### src/rtl/div_nnbit_itera_arb.sv
// Round-robin scheduler sharing one iterative divider among NUM_REQ valid/ready requesters.
// Optional macro DIV_ARB_DIVZERO_BYPASS_EN answers y==0 directly (res all ones, rem x) without the divider.
module div_nnbit_itera_arb #(
  parameter int NUM_REQ    = 4,
  parameter int DATA_WIDTH = 8,
  parameter int ID_WIDTH   = $clog2(NUM_REQ)
) (
  input  logic                          i_clk,
  input  logic                          i_rst_n,
  input  logic [NUM_REQ-1:0]            i_req_valid,
  input  logic [NUM_REQ-1:0]            i_req_signed,
  input  logic [NUM_REQ*DATA_WIDTH-1:0] i_req_num_x,
  input  logic [NUM_REQ*DATA_WIDTH-1:0] i_req_num_y,
  output logic [NUM_REQ-1:0]            o_req_ready,
  output logic                          o_div_valid,
  output logic                          o_div_signed,
  output logic [DATA_WIDTH-1:0]         o_div_num_x,
  output logic [DATA_WIDTH-1:0]         o_div_num_y,
  input  logic [DATA_WIDTH-1:0]         i_div_res,
  input  logic [DATA_WIDTH-1:0]         i_div_rem,
  input  logic                          i_div_valid,
  output logic                          o_rsp_valid,
  output logic [ID_WIDTH-1:0]           o_rsp_id,
  output logic [DATA_WIDTH-1:0]         o_rsp_res,
  output logic [DATA_WIDTH-1:0]         o_rsp_rem,
  input  logic                          i_rsp_ready,
  output logic                          o_busy
);
  typedef enum logic [1:0] {IDLE = 2'd0, ISSUE = 2'd1, BUSY = 2'd2, RESP = 2'd3} state_t;

  state_t                state_q, state_d;
  logic [ID_WIDTH-1:0]   ptr_q, ptr_d, id_q, id_d, grant;
  logic                  sgn_q, sgn_d, sel_sgn, gnt_vld, bypass;
  logic [DATA_WIDTH-1:0] x_q, x_d, y_q, y_d, res_q, res_d, rem_q, rem_d, sel_x, sel_y;
  logic [2*NUM_REQ-1:0]  vld_dbl;
  logic [NUM_REQ-1:0]    vld_rot;
  logic [ID_WIDTH:0]     idx_sum;

  // Rotate valids so bit 0 sits at the pointer; the lowest set bit is the grant offset.
  always_comb begin
    vld_dbl = {i_req_valid, i_req_valid} >> ptr_q;
    vld_rot = vld_dbl[NUM_REQ-1:0];
    gnt_vld = 1'b0;
    idx_sum = '0;
    for (int k = NUM_REQ - 1; k >= 0; k--) begin
      if (vld_rot[k]) begin
        gnt_vld = 1'b1;
        idx_sum = {1'b0, ptr_q} + (ID_WIDTH+1)'(k);
      end
    end
    if (idx_sum >= (ID_WIDTH+1)'(NUM_REQ)) begin
      idx_sum = idx_sum - (ID_WIDTH+1)'(NUM_REQ);
    end
    grant = idx_sum[ID_WIDTH-1:0];
  end

  always_comb begin
    sel_sgn = 1'b0;
    sel_x   = '0;
    sel_y   = '0;
    for (int k = 0; k < NUM_REQ; k++) begin
      if (grant == ID_WIDTH'(k)) begin
        sel_sgn = i_req_signed[k];
        sel_x   = i_req_num_x[k*DATA_WIDTH +: DATA_WIDTH];
        sel_y   = i_req_num_y[k*DATA_WIDTH +: DATA_WIDTH];
      end
    end
`ifdef DIV_ARB_DIVZERO_BYPASS_EN
    bypass = (sel_y == '0);
`else
    bypass = 1'b0;
`endif
  end

  always_ff @(posedge i_clk) begin
    if (!i_rst_n) begin
      state_q <= IDLE;
      ptr_q   <= '0;
      id_q    <= '0;
      sgn_q   <= 1'b0;
      x_q     <= '0;
      y_q     <= '0;
      res_q   <= '0;
      rem_q   <= '0;
    end else begin
      state_q <= state_d;
      ptr_q   <= ptr_d;
      id_q    <= id_d;
      sgn_q   <= sgn_d;
      x_q     <= x_d;
      y_q     <= y_d;
      res_q   <= res_d;
      rem_q   <= rem_d;
    end
  end

  always_comb begin
    state_d = state_q;
    ptr_d   = ptr_q;
    id_d    = id_q;
    sgn_d   = sgn_q;
    x_d     = x_q;
    y_d     = y_q;
    res_d   = res_q;
    rem_d   = rem_q;
    case (state_q)
      IDLE: begin
        if (gnt_vld) begin
          id_d  = grant;
          sgn_d = sel_sgn;
          x_d   = sel_x;
          y_d   = sel_y;
          if (bypass) begin
            res_d   = '1;
            rem_d   = sel_x;
            state_d = RESP;
          end else begin
            state_d = ISSUE;
          end
        end
      end
      ISSUE: state_d = BUSY;
      BUSY: begin
        if (i_div_valid) begin
          res_d   = i_div_res;
          rem_d   = i_div_rem;
          state_d = RESP;
        end
      end
      RESP: begin
        if (i_rsp_ready) begin
          ptr_d   = (id_q == ID_WIDTH'(NUM_REQ - 1)) ? '0 : id_q + ID_WIDTH'(1);
          state_d = IDLE;
        end
      end
      default: state_d = IDLE;
    endcase
  end

  // Accept strobe is masked during reset so every output reads zero while reset is held.
  always_comb begin
    o_req_ready = '0;
    if (state_q == IDLE && gnt_vld && i_rst_n) begin
      o_req_ready[grant] = 1'b1;
    end
    o_div_valid  = (state_q == ISSUE);
    o_rsp_valid  = (state_q == RESP);
    o_busy       = (state_q != IDLE);
    o_div_signed = sgn_q;
    o_div_num_x  = x_q;
    o_div_num_y  = y_q;
    o_rsp_id     = id_q;
    o_rsp_res    = res_q;
    o_rsp_rem    = rem_q;
  end
endmodule

### config.mk
export PLATFORM = sky130hd
export DESIGN_NAME = div_nnbit_itera_arb
export DESIGN_NICKNAME = d
export VERILOG_FILES = /design/src/rtl/div_nnbit_itera_arb.sv
export SDC_FILE = /design/constraint.sdc
export NUM_CORES = 1
export LEC_CHECK = 0
export BUFFER_PORTS_ARGS = -buffer_cell sky130_fd_sc_hd__buf_2
export CORE_UTILIZATION = 30
export CTS_CLUSTER_DIAMETER = 30
export CTS_CLUSTER_SIZE = 16
export DETAILED_ROUTE_END_ITERATION = 10
export GPL_TIMING_DRIVEN = 0
export SETUP_SLACK_MARGIN = 0.1
export SLEW_MARGIN = 5
export SYNTH_ARGS = -nofsm -noshare
export SYNTH_HDL_FRONTEND = slang
export SYNTH_SLANG_ARGS = --single-unit
### constraint.sdc
create_clock -name i_clk -period 5.3 [get_ports i_clk]
set_clock_uncertainty 0.05 [all_clocks]
set_input_delay 0.265 -clock i_clk [delete_from_list [all_inputs] [get_ports i_clk]]
set_output_delay 0.265 -clock i_clk [all_outputs]
set_load 0.01 [all_outputs]
==> out/qor.yml <==
core_area_um2: 6830
cts_tree: "built"
drt_first_pass_iters: 4
cap_violations: 0
num_vias: 2292
antenna_found_initial: 0
synth.avg_cell_area_um2: 8.32
drt_iter0_drc: 61
report.final.slew_viol_count: 0
synth-main-ff-cell: "dfxtp_1"
hp-class: "in -> reg"
die_w_um: 86.1
power_frac_seq_pct: 38.4
clk_latency_ps: 280
cp_slowest_cell: "o41ai_2"
cp_num_cells: 7
crit_top_cell: "buf_2"
post_cts_buffers: 0
finalSetupViolCount: 0
grt_first_pass_wirelength_um: 9970
place.gp.congestion: 0.743
max_freq_ghz: 0.404
p_int_mw: 0.657
postCtsHoldBufs: 0
synthArstFlopShare_pct: 0
critPathLaunchType: "input port"
first_global_vias: 2178
detailed_place_hpwl_um: 4820
fp.dieH_um: 86.1
final_common_cell: "buf_2"
cp.required_ps: 4990
drc: 0
die-area_um2: 7410
rr_worst_depth: 7
rrSetupSlack_ps: 3300
clkPwrFrac_pct: 24.2
fin_crit_sh_pct: 46.8
crit_path_cell_trace: "buf_2 > o41ai_2 > nor2_2 > nand2b_1 > buf_2 > nor2_1 > buf_2"
critPathLaunch: "i_req_valid[3]"
post-route-min-period_ps: 2480
port_buffers: 133
r2r_end: "o_div_num_y[0]"
diodes: 0
dp_cells: 484
status: "complete, no violations"
leakage_nw: 1.44
placementRows: 30
maxSlewHeadroom_pct: 40.3
grt_use_total_pct: 17.1
hold_viol_final: 0
critPathCapture: "o_req_ready[0]"
finish.net_count: 493
r2r-start: "ptr_q[0]"
post_cts.resized_instances: 0
critPathBufInv: 3
p_per_area_nw_per_um2: 334
vias_per_cell: 4.67
wl_per_cell_um: 12.7
ys_warn_count: 0
p_total_mw: 1.01
clkSlewWorstSetupHoldPaths_ps: 80
synth_seq_cells: 39
stdcell_count: 491
worst_pin_slew_ps: 885
drive_gt1_share_pct: 39.0
critPathArrivalTime_ps: 2160
syn2layout_area_growth_pct: 42.0
layout_common_cells: "buf_2, nand2_1, dfxtp_1"
wl_um: 6220
ctsHtreeMaxLevel: 2
ant_nets: 0
num_io_pins: 134
rsz0062_at_grt: "no"
slowest_delay_ps: 840
numCtsBuffers: 5
grt_max_degree: 13
peakVddDrop_v: 0.000170
ys_seq_area_share_pct: 36.8
dp_slack_ps: 2720
worst-path-max-fanout: 10
ctsLongestPathBuffers: 2
syn_nets: 353
synth_area_um2: 2120
setup_tns_ps: 0
critPathKind: "in -> out"
gr-total-overflow: 0
cp-end-kind: "output port"
path_delay_family: "compound AO/OA/AOI/OAI gates"
yosysUniqueCellTypes: 38
swShare_pct: 34.8
cts_root_buffer: "clkbuf_8"
clock_sinks: 39
synth_edf_count: 0
p_switching_mw: 0.350
setup_ws_ps: 2820
comb_power_share_pct: 37.4
start_util_pct: 31.1
fillers: 705
synthCells: 255
how the worst min path moves through the flow:
stage / endpoint / slack, ps / startpoint / cells after the start
5_1_grt: o_rsp_rem[0] / 150 / i_div_rem[0] / 3
2_1_floorplan: o_rsp_id[0] / 340 / i_rst_n / 1
3_3_place_gp: o_rsp_res[2] / 390 / o_rsp_res[2] / 2
6_report: o_rsp_res[5] / 160 / i_div_res[5] / 3
4_1_cts: o_rsp_res[5] / 150 / i_div_res[5] / 3
3_5_place_dp: o_rsp_rem[5] / 390 / o_rsp_rem[5] / 2
through the flow:
stage	cell area [µm²]	util [%]	hold slack, ps
6_report	3010	44.1	161
4_1_cts	3010	44.1	148
2_1_floorplan	2120	-	337
3_5_place_dp	2910	42.6	394
3_3_place_gp	2910	42.6	389
5_1_grt	3010	44.1	145
registers in the layout (all words and copies together), names as in the netlist:
signal and cells:
o_div_num_x 8, o_div_num_y 8, o_div_signed 1, o_rsp_id 2
o_rsp_rem 8, o_rsp_res 8, ptr_q 2, state_q 2
metal layers:
metal	up-vias	share of wire, %	GRT usage [%]	routed length, µm
li1	1178	-	-	-
met1	1005	46	20.6	2860
met2	105	44	29.0	2760
met3	4	9.3	6.26	578
met4	0	0.45	3.94	28
met5	-	0	0	0
synthesized netlist by cell type, types with 3 or more instances:
| master | number | share of area [%] |
|---|---|---|
| dfxtp_1 | 39 | 37 |
| and3_1 | 13 | 3.8 |
| and2_1 | 5 | 1.5 |
| o21ai_1 | 8 | 1.9 |
| ha_1 | 6 | 3.5 |
| inv_1 | 6 | 1.1 |
| o221ai_1 | 4 | 1.7 |
| o21ai_0 | 6 | 1.4 |
| nand2_1 | 51 | 9.0 |
| a21boi_0 | 12 | 4.2 |
| nor2_1 | 10 | 1.8 |
| nand3_1 | 5 | 1.2 |
| a21oi_1 | 19 | 4.5 |
| o211ai_1 | 13 | 4.6 |
| mux2i_1 | 21 | 9.9 |
| clkbuf_1 | 7 | 1.2 |
| nor2b_1 | 3 | 0.88 |
| buf_2 | 5 | 1.2 |
area by class of cell:
type                       count  area, µm²  area share [%]
multi-input combinational    194       1220            40.5
sequential                    39        781            25.9
timing repair buffer         133        666            22.1
tap                           96        120            3.99
buffer                        16       98.8            3.28
clock buffer                   5       68.8            2.28
clock inverter                 2       37.5            1.25
inverter                       6       22.5           0.747
power groups by stage:
stage                     Clock (mW)  Combinational [mW]  Sequential, mW
after floorplan                    0               0.203           0.419
after global placement             0               0.379           0.391
after detailed placement           0               0.382           0.394
after CTS                      0.254               0.383           0.387
after global routing           0.266               0.422           0.395
final                          0.244               0.377           0.387
kinds of logic after synthesis:
| family | share of synthesized area (%) |
|---|---|
| fa+ha+maj | 3.54 |
| buf+inv | 5.72 |
| flops | 36.8 |
| compound gates | 21.8 |
| mux | 10.4 |
| simple gates | 21.7 |
worst min-delay path: stages:
cell and delay (ps):
buf_2 100, nand2_1 40, a21oi_1 50
No activity file was read; power rests on OpenSTA's default activity.
